==> src/rtl/seg7_bin_display.sv <==
// ============================================================================
// Module   : seg7_bin_display
// Brief    : Binary to multi-digit active-low 7-segment display controller
//            using a sequential double-dabble conversion engine.
//            Optional leading-zero blanking: define SEG7_LZB_EN.
// Revision : 1.0 - initial release
// ============================================================================
`default_nettype none

module seg7_bin_display #(
    parameter int WIDTH  = 16,
    parameter int DIGITS = 5
) (
    input  logic                  clock,
    input  logic                  resetn,
    input  logic                  load_valid,
    output logic                  load_ready,
    input  logic [WIDTH-1:0]      value,
    output logic [7*DIGITS-1:0]   hex,
    output logic                  overflow
);

    localparam int BCD_W = 4 * DIGITS;
    localparam int CNT_W = $clog2(WIDTH + 1);

    localparam logic [6:0] SEG_BLANK = 7'b1111111;
    localparam logic [6:0] SEG_DASH  = 7'b0111111;

    typedef enum logic [1:0] {
        IDLE    = 2'd0,
        CONVERT = 2'd1,
        UPDATE  = 2'd2
    } state_t;

    state_t             state;
    logic [WIDTH-1:0]   shreg;
    logic [BCD_W-1:0]   bcd;
    logic [CNT_W-1:0]   cnt;
    logic               sticky;

    logic [BCD_W-1:0]   bcd_adj;
    logic [7*DIGITS-1:0] hex_next;
    logic [3:0]         digit;
`ifdef SEG7_LZB_EN
    logic               seen_nonzero;
`endif

    function automatic logic [6:0] seg_code(input logic [3:0] d);
        case (d)
            4'd0:    seg_code = 7'b1000000;
            4'd1:    seg_code = 7'b1111001;
            4'd2:    seg_code = 7'b0100100;
            4'd3:    seg_code = 7'b0110000;
            4'd4:    seg_code = 7'b0011001;
            4'd5:    seg_code = 7'b0010010;
            4'd6:    seg_code = 7'b0000010;
            4'd7:    seg_code = 7'b1111000;
            4'd8:    seg_code = 7'b0000000;
            4'd9:    seg_code = 7'b0011000;
            default: seg_code = SEG_BLANK;
        endcase
    endfunction

    // Nibbles never exceed 9, so +3 always fits in four bits.
    always_comb begin
        bcd_adj = bcd;
        for (int k = 0; k < DIGITS; k++) begin
            if (bcd[4*k +: 4] >= 4'd5)
                bcd_adj[4*k +: 4] = bcd[4*k +: 4] + 4'd3;
        end
    end

    // Scan from the most significant digit so blanking stops at the first nonzero.
    always_comb begin
        hex_next = '1;
        digit    = '0;
`ifdef SEG7_LZB_EN
        seen_nonzero = 1'b0;
`endif
        for (int k = DIGITS - 1; k >= 0; k--) begin
            digit = bcd[4*k +: 4];
            if (sticky) begin
                hex_next[7*k +: 7] = SEG_DASH;
            end else begin
`ifdef SEG7_LZB_EN
                if (digit != 4'd0 || k == 0)
                    seen_nonzero = 1'b1;
                hex_next[7*k +: 7] = seen_nonzero ? seg_code(digit) : SEG_BLANK;
`else
                hex_next[7*k +: 7] = seg_code(digit);
`endif
            end
        end
    end

    always_ff @(posedge clock or negedge resetn) begin
        if (!resetn) begin
            state      <= IDLE;
            load_ready <= 1'b1;
            shreg      <= '0;
            bcd        <= '0;
            cnt        <= '0;
            sticky     <= 1'b0;
            hex        <= '1;
            overflow   <= 1'b0;
        end else begin
            case (state)
                IDLE: begin
                    if (load_valid && load_ready) begin
                        shreg      <= value;
                        bcd        <= '0;
                        sticky     <= 1'b0;
                        cnt        <= CNT_W'(WIDTH);
                        load_ready <= 1'b0;
                        state      <= CONVERT;
                    end
                end
                CONVERT: begin
                    {bcd, shreg} <= {bcd_adj[BCD_W-2:0], shreg, 1'b0};
                    sticky       <= sticky | bcd_adj[BCD_W-1];
                    cnt          <= cnt - 1'b1;
                    if (cnt == CNT_W'(1))
                        state <= UPDATE;
                end
                UPDATE: begin
                    hex        <= hex_next;
                    overflow   <= sticky;
                    load_ready <= 1'b1;
                    state      <= IDLE;
                end
                default: begin
                    state      <= IDLE;
                    load_ready <= 1'b1;
                end
            endcase
        end
    end

endmodule

`default_nettype wire

==> config.mk <==
export PLATFORM = sky130hd
export DESIGN_NAME = seg7_bin_display
export DESIGN_NICKNAME = d
export VERILOG_FILES = /design/src/rtl/seg7_bin_display.sv
export SDC_FILE = /design/constraint.sdc
export NUM_CORES = 1
export LEC_CHECK = 0
export ABC_AREA = 1
export CORE_MARGIN = 4
export CORE_UTILIZATION = 40
export DETAILED_ROUTE_END_ITERATION = 16
export GPL_TIMING_DRIVEN = 0
export SYNTH_ARGS = -nofsm -noshare
export SYNTH_HDL_FRONTEND = slang
export SYNTH_SLANG_ARGS = --single-unit
==> constraint.sdc <==
create_clock -name clock -period 1.9 [get_ports clock]
set_input_delay 0.38 -clock clock [delete_from_list [all_inputs] [get_ports clock]]
set_output_delay 0.38 -clock clock [all_outputs]
set_load 0.01 [all_outputs]
==> results.md, run 1 <==
| Item | This run |
|---|---|
| Status | complete, no violations |
| Synth Area per Inst | 7.80 um^2 |
| Pin count of the biggest net entering global routing | 67 |
| Detailed-route via count | 3962 |
| Per-cell via count in the routed design | 4.94 |
| GR Overflow Total | 0 |
| PnR worst setup slack | 0.0722 ns |
| Post-Synthesis Cells | 589 |
| Core Footprint | 11000 um^2 |
| Die Wd | 115 um |
| Final period util | 96.2% |
| Max-cap violation count | 0 |
| Fraction of registers with async set/reset | 100% |
| Finish-stage setup viols | 0 |
| WP data required | 1.52 ns |
| Final Net Count | 708 |
| Initial core utilization | 41.7% |
| Max frequency | 547 MHz |
| Multi-input logic area | 2210 um^2 |
| DRC | 0 |
| Number of DRC markers in iteration 0 | 252 |
| Top_reg_cell synth | sky130_fd_sc_hd__dfrtp_1 |
| Count of endpoints failing hold in the final timing report | 0 |
| Worst VDD drop | 836 uV |
| Synthesized area | 4590 um^2 |
| Utilization after layout | 51.4% |
| Endpoint kind of the worst setup timing path | output port |
| Crit path launch type | register |
| Leading post-synthesis cells by instance count | sky130_fd_sc_hd__nand2_1, sky130_fd_sc_hd__nand3_1, sky130_fd_sc_hd__nor2_1 |
| Transition time of the tightest slew-check pin | 0.649 ns |
| Number of distinct library cells after synthesis | 30 |
| Cell types with the largest area share after synthesis | sky130_fd_sc_hd__dfrtp_1, sky130_fd_sc_hd__dfstp_2, sky130_fd_sc_hd__nand2_1, sky130_fd_sc_hd__ha_1, sky130_fd_sc_hd__nand3_1 |
| Power density relative to cell area | 1680 nW/um^2 |
| Num ports | 56 |
| Layout overhead on the synthesized area | 23.5% |
| Area of the die | 13300 um^2 |
| Hpwl dp | 7650 um |
| Maximum fanout encountered on the critical timing path | 4 |
| Cells traversed along the worst timing path | clkdlybuf4s50_1 |
| Final routed wire length divided by cell count | 13.4 um |
| Row cnt | 38 |
| Worst setup path category | reg -> out |
| Worst-path cell with the longest stage delay | sky130_fd_sc_hd__dfstp_2 |
| Clk buf depth | 2 |
| Fraction of post-synthesis cell area in the top cell type by area | 24.5% |
| Number of nets still failing antenna checks after routing | 0 |
| Number of enable-type register cells in the synthesized netlist | 0 |
| Fraction of the yosys area taken by sequential cells | 45.1% |
| TritonCTS clock tree | done |
| #FFs+latches synth | 81 |
| Count of buffer and inverter cells on the critical path | 1 |
| Clock Latency Late Sink | 0.33 ns |
| Worst path max stage delay | 0.56 ns |
| Final-layout fill cell count | 1072 |
| GPL Wtd Cong | 0.853 |
| Total leakage power | 2.81 nW |
| First-pass detailed-route iteration total | 6 |
| Crit path time final | 1.83 ns |
| Post-synthesis cell type with the largest combined area | sky130_fd_sc_hd__dfrtp_1 |
| Post-Place Worst Slack | -0.0408 ns |
| All-Layer GR Usage | 17.5% |
| Number of buffers added to fix hold violations after cts | 1 |
| Warnings, synthesis | 0 |
| PostCTS Resize Cnt | 0 |
| CTS root buf | sky130_fd_sc_hd__clkbuf_16 |
| Routed wire length | 10800 um |
| CTS sink count | 81 |
| Class of the tightest hold or removal check | reg -> reg |
| H-Tree Depth | 3 |
| Via count of the first global-routing pass | 3878 |
| DIE HEIGHT | 115 um |
| Most used standard cell by instance count after synthesis | sky130_fd_sc_hd__nand2_1 |
| Final slew viol count | 0 |
| Number of buffers added by the clock tree synthesis step | 9 |
| Arrival time reported for the critical path endpoint | 1.45 ns |
| Normalized max-slew margin | 56.7% |
| Setup skew after layout | 0.00764 ns |
| Cell type group with the largest total delay on the critical path | flip-flops |
| Wire length of the first global-routing pass | 18400 um |
| Unrepaired setup endpoints after global routing | false |
| Number of antenna violations at the first check in global routing | 0 |
| Seq. cell area | 2070 um^2 |
| Layout cell share with drive strength beyond 1 | 12.7% |
| Setup Buffers After CTS | 0 |
| Antenna diode count | 0 |
| Clock transition at the registers of the reported paths | 0.06 ns |
| Post-synth net total | 640 |
| IO buf count | 55 |
==> worst paths after layout <==
| kind | end | startpoint | cells past startpoint | slack [ns] |
|---|---|---|---|---|
| max | load_ready | load_ready | 1 | 0.07 |
| min | hex[20] | hex[20] | 2 | 0.46 |
| max reg2reg | hex[22] | state[0] | 8 | 0.25 |
| min reg2reg | hex[20] | hex[20] | 2 | 0.46 |
| max in group asynchronous | hex[30] | resetn | 3 | 0.79 |
| min in group asynchronous | bcd[5] | resetn | 2 | 0.47 |
==> cell usage in the layout, fill, tap and decap left out, drive strengths merged <==
cell type	n
dlygate4sd3	1
o21ai	17
clkinv	1
nand3	55
dfrtp	45
clkdlybuf4s50	54
or2	10
clkbuf	19
nor3	2
nor2	57
a21boi	14
dfstp	36
nand2	203
inv	56
o211ai	10
o21bai	6
buf	18
a31oi	10
nand4	2
a21oi	13
ha	32
bufinv	1
==> per-stage QoR <==
stage	hold WS [ns]	instance area [um^2]	power, mW	setup TNS, ns	cells
floorplan	0.0844	4590	6.27	0	589
global placement	0.459	5320	7.68	-166.10	784
detailed placement	0.269	5350	7.78	-0.227	785
CTS	0.466	5670	9.66	0	802
global route	0.474	5670	10.5	0	802
finish	0.463	5670	9.56	0	802
==> power by group <==
group	leakage [nW]	switching (mW)	total, mW	internal (mW)
logic	1.70	2.85	4.70	1.86
clock network	0.159	0.654	1.81	1.16
registers	0.948	0.456	3.04	2.59
total	2.81	3.96	9.56	5.60
==> cells by family (layout without fill, tap and decap cells) <==
| kind of cell | Yosys count | count (layout) | share of synthesized area, % |
|---|---|---|---|
| adder cells (fa/ha/maj) | 32 | 32 | 8.71 |
| AND/OR/NAND/NOR | 329 | 329 | 29.8 |
| AO/OA/AOI/OAI | 70 | 70 | 9.53 |
| flip-flops | 81 | 81 | 45.1 |
| buffers and inverters | 77 | 150 | 6.84 |
==> registers in the layout (all words and copies together) (netlist names) <==
| register | cells |
|---|---|
| overflow | 1 |
| sticky | 1 |
| load_ready | 1 |
| shreg | 16 |
| bcd | 20 |
| hex | 35 |
| cnt | 5 |
| state | 2 |
==> metal layers <==
metal	share of wire [%]	track usage [%]	routed length (um)	vias up
met3	4.8	4.11	520	13
met1	46	23.0	5010	1837
met2	47	29.0	5110	93
met5	0	0	0	-
li1	-	-	-	2019
met4	1.3	5.16	143	0
==> cell type report <==
class | count | share of cell area, %
inverters | 56 | 3.75
multi-input cells | 431 | 38.9
clock inverters | 2 | 0.617
clock buffers | 14 | 5.01
repair buffers | 57 | 10.3
plain buffers | 21 | 1.79
flip-flops and latches | 81 | 36.5
well taps | 140 | 3.09
==> worst reg2reg max path: cells and delay by family (launching register included) <==
| kind | cells | cell delay (ns) |
|---|---|---|
| buffers and inverters | 3 | 0.31 |
| DFF | 1 | 0.41 |
| and+or+nand+nor | 5 | 0.87 |
Power figures use the tool's default switching activity.
==> run 2: changes to the inputs <==
--- a/config.mk
+++ b/config.mk
@@ -12,2 +12,3 @@
 export GPL_TIMING_DRIVEN = 0
+export MAX_ROUTING_LAYER = met4
 export SYNTH_ARGS = -nofsm -noshare
==> constraint.sdc (replaced) <==
create_clock -name clock -period 1.9 [get_ports clock]
set_input_delay 0.285 -clock clock [delete_from_list [all_inputs] [get_ports clock]]
set_output_delay 0.285 -clock clock [all_outputs]
set_load 0.01 [all_outputs]
==> run 2 against run 1 <==
Effect of this change: setup slack improved by 0.097 ns; global-route usage grew 0.54 points; clock power hardly changed; count of clock-buffer cells in the layout stayed put.
==> results.md, run 2 (synthesis results as in run 1) <==
| Item | This run |
|---|---|
| Status | complete, no violations |
| Number of buffers added to fix hold violations after cts | 1 |
| Setup TNS | 0 ns |
| Count of endpoints failing hold in the final timing report | 0 |
| GPL Wtd Cong | 0.867 |
| Setup Buffers After CTS | 0 |
| Area of the die | 13300 um^2 |
| Normalized max-slew margin | 57.2% |
| TritonCTS clock tree | done |
| Worst VDD drop | 836 uV |
| Final-layout fill cell count | 1072 |
| GR Overflow Total | 0 |
| First-pass detailed-route iteration total | 5 |
| Count of buffer and inverter cells on the critical path | 1 |
| All-Layer GR Usage | 18.1% |
| Num ports | 56 |
| Crit path launch type | register |
| Clock Latency Late Sink | 0.33 ns |
| Seq. cell area | 2070 um^2 |
| Clk buf depth | 2 |
| Highest-count cells in the layout ignoring fill and taps | sky130_fd_sc_hd__nand2_1, sky130_fd_sc_hd__nor2_1, sky130_fd_sc_hd__nand3_1, sky130_fd_sc_hd__clkdlybuf4s50_1, sky130_fd_sc_hd__inv_1 |
| Routed wire length | 10800 um |
| DIE HEIGHT | 115 um |
| Layout cell share with drive strength beyond 1 | 12.7% |
| Antenna diode count | 0 |
| Die Wd | 115 um |
| Registers with the highest flip-flop counts | hex: 35 flops, bcd: 20 flops, shreg: 16 flops |
| Unrepaired setup endpoints after global routing | false |
| Largest register FFs | 35 |
| Total power | 9.57 mW |
| Arrival time reported for the critical path endpoint | 1.45 ns |
| Most frequent standard cell in the layout excluding fill and tap cells | sky130_fd_sc_hd__nand2_1 |
| Per-cell via count in the routed design | 4.94 |
| Finish-stage setup viols | 0 |
| Worst path max stage delay | 0.56 ns |
| Pin count of the biggest net entering global routing | 67 |
| Detailed-route via count | 3958 |
| Final routed wire length divided by cell count | 13.5 um |
| Final Net Count | 708 |
| Initial core utilization | 41.7% |
| Final slew viol count | 0 |
| Number of antenna violations at the first check in global routing | 0 |
| Number of buffers added by the clock tree synthesis step | 9 |
| DRC | 0 |
| Worst-path cell with the longest stage delay | sky130_fd_sc_hd__dfstp_2 |
| Wire length of the first global-routing pass | 18400 um |
| Total leakage power | 2.81 nW |
| Number of nets still failing antenna checks after routing | 0 |
| H-Tree Depth | 3 |
| Endpoint kind of the worst setup timing path | output port |
| CTS sink count | 81 |
| Largest reg by FF count | hex |
| Instance area after placement | 5350 um^2 |
| Row cnt | 38 |
| Layout overhead on the synthesized area | 23.5% |
| IO buf count | 55 |
| Cells traversed along the worst timing path | clkdlybuf4s50_1 |
| Transition time of the tightest slew-check pin | 0.641 ns |
| Non-Filler Cell Area, Final | 5670 um^2 |
| Max-cap violation count | 0 |
| Number of DRC markers in iteration 0 | 257 |
| CTS root buf | sky130_fd_sc_hd__clkbuf_16 |
| Cell type group with the largest total delay on the critical path | flip-flops |
| Fraction of met1 tracks used by global routing | 23.2% |
| Power density relative to cell area | 1690 nW/um^2 |
| Class of the tightest hold or removal check | in -> async |
| Hpwl dp | 7650 um |
| PostCTS Resize Cnt | 0 |
| Max frequency | 578 MHz |
| Clock transition at the registers of the reported paths | 0.06 ns |
| Core Footprint | 11000 um^2 |
| Met3 track utilization from global routing | 3.74% |
| Crit path time final | 1.73 ns |
| Worst setup path category | reg -> out |
| Final period util | 91.1% |
| Met2 global-route usage | 29.0% |
| Multi-input logic area | 2210 um^2 |
| Maximum fanout encountered on the critical timing path | 4 |
| Most used routing layer in global routing | met2 |
| Setup skew after layout | 0.00807 ns |
| WP data required | 1.62 ns |
| Via count of the first global-routing pass | 3874 |
## run 2: final timing paths
path | cells past startpoint | slack (ns) | startpoint | endpoint
hold reg to reg | 2 | 0.47 | hex[20] | hex[20]
setup reg to reg | 8 | 0.25 | state[0] | hex[22]
hold / removal | 2 | 0.37 | resetn | bcd[5]
setup / recovery | 1 | 0.17 | load_ready | load_ready
min in group clock | 2 | 0.47 | hex[20] | hex[20]
max in group asynchronous | 3 | 0.88 | resetn | hex[30]
## run 2: per-layer routing
layer / routed length, um / part of all wire (%)
met5: 0 / 0
met4: 171 / 1.6
met3: 471 / 4.4
met2: 5090 / 47
met1: 5080 / 47
## run 2: stage by stage
stage | cells | setup WS, ns | util [%] | hold WS, ns
global placement | 784 | -2.39 | 48.2 | 0.459
finish | 802 | 0.170 | 51.4 | 0.371
detailed placement | 785 | 0.0542 | 48.5 | 0.174
floorplan | 589 | 0.478 | - | -0.0106
CTS | 802 | 0.152 | 51.4 | 0.377
global route | 802 | 0.105 | 51.4 | 0.394
## run 2: area by class of cell
type	count	area share, %
multi-input cells	431	38.9
repair buffers	57	10.3
flip-flops and latches	81	36.5
clock inverters	2	0.617
clock buffers	14	5.01
plain buffers	21	1.79
inverters	56	3.75
well taps	140	3.09
## run 2: power by group
| part | total, mW | switching, mW | internal, mW | leakage [nW] |
|---|---|---|---|---|
| Clock | 1.81 | 0.654 | 1.16 | 0.159 |
| Combinational | 4.71 | 2.85 | 1.86 | 1.70 |
| Sequential | 3.04 | 0.458 | 2.59 | 0.948 |
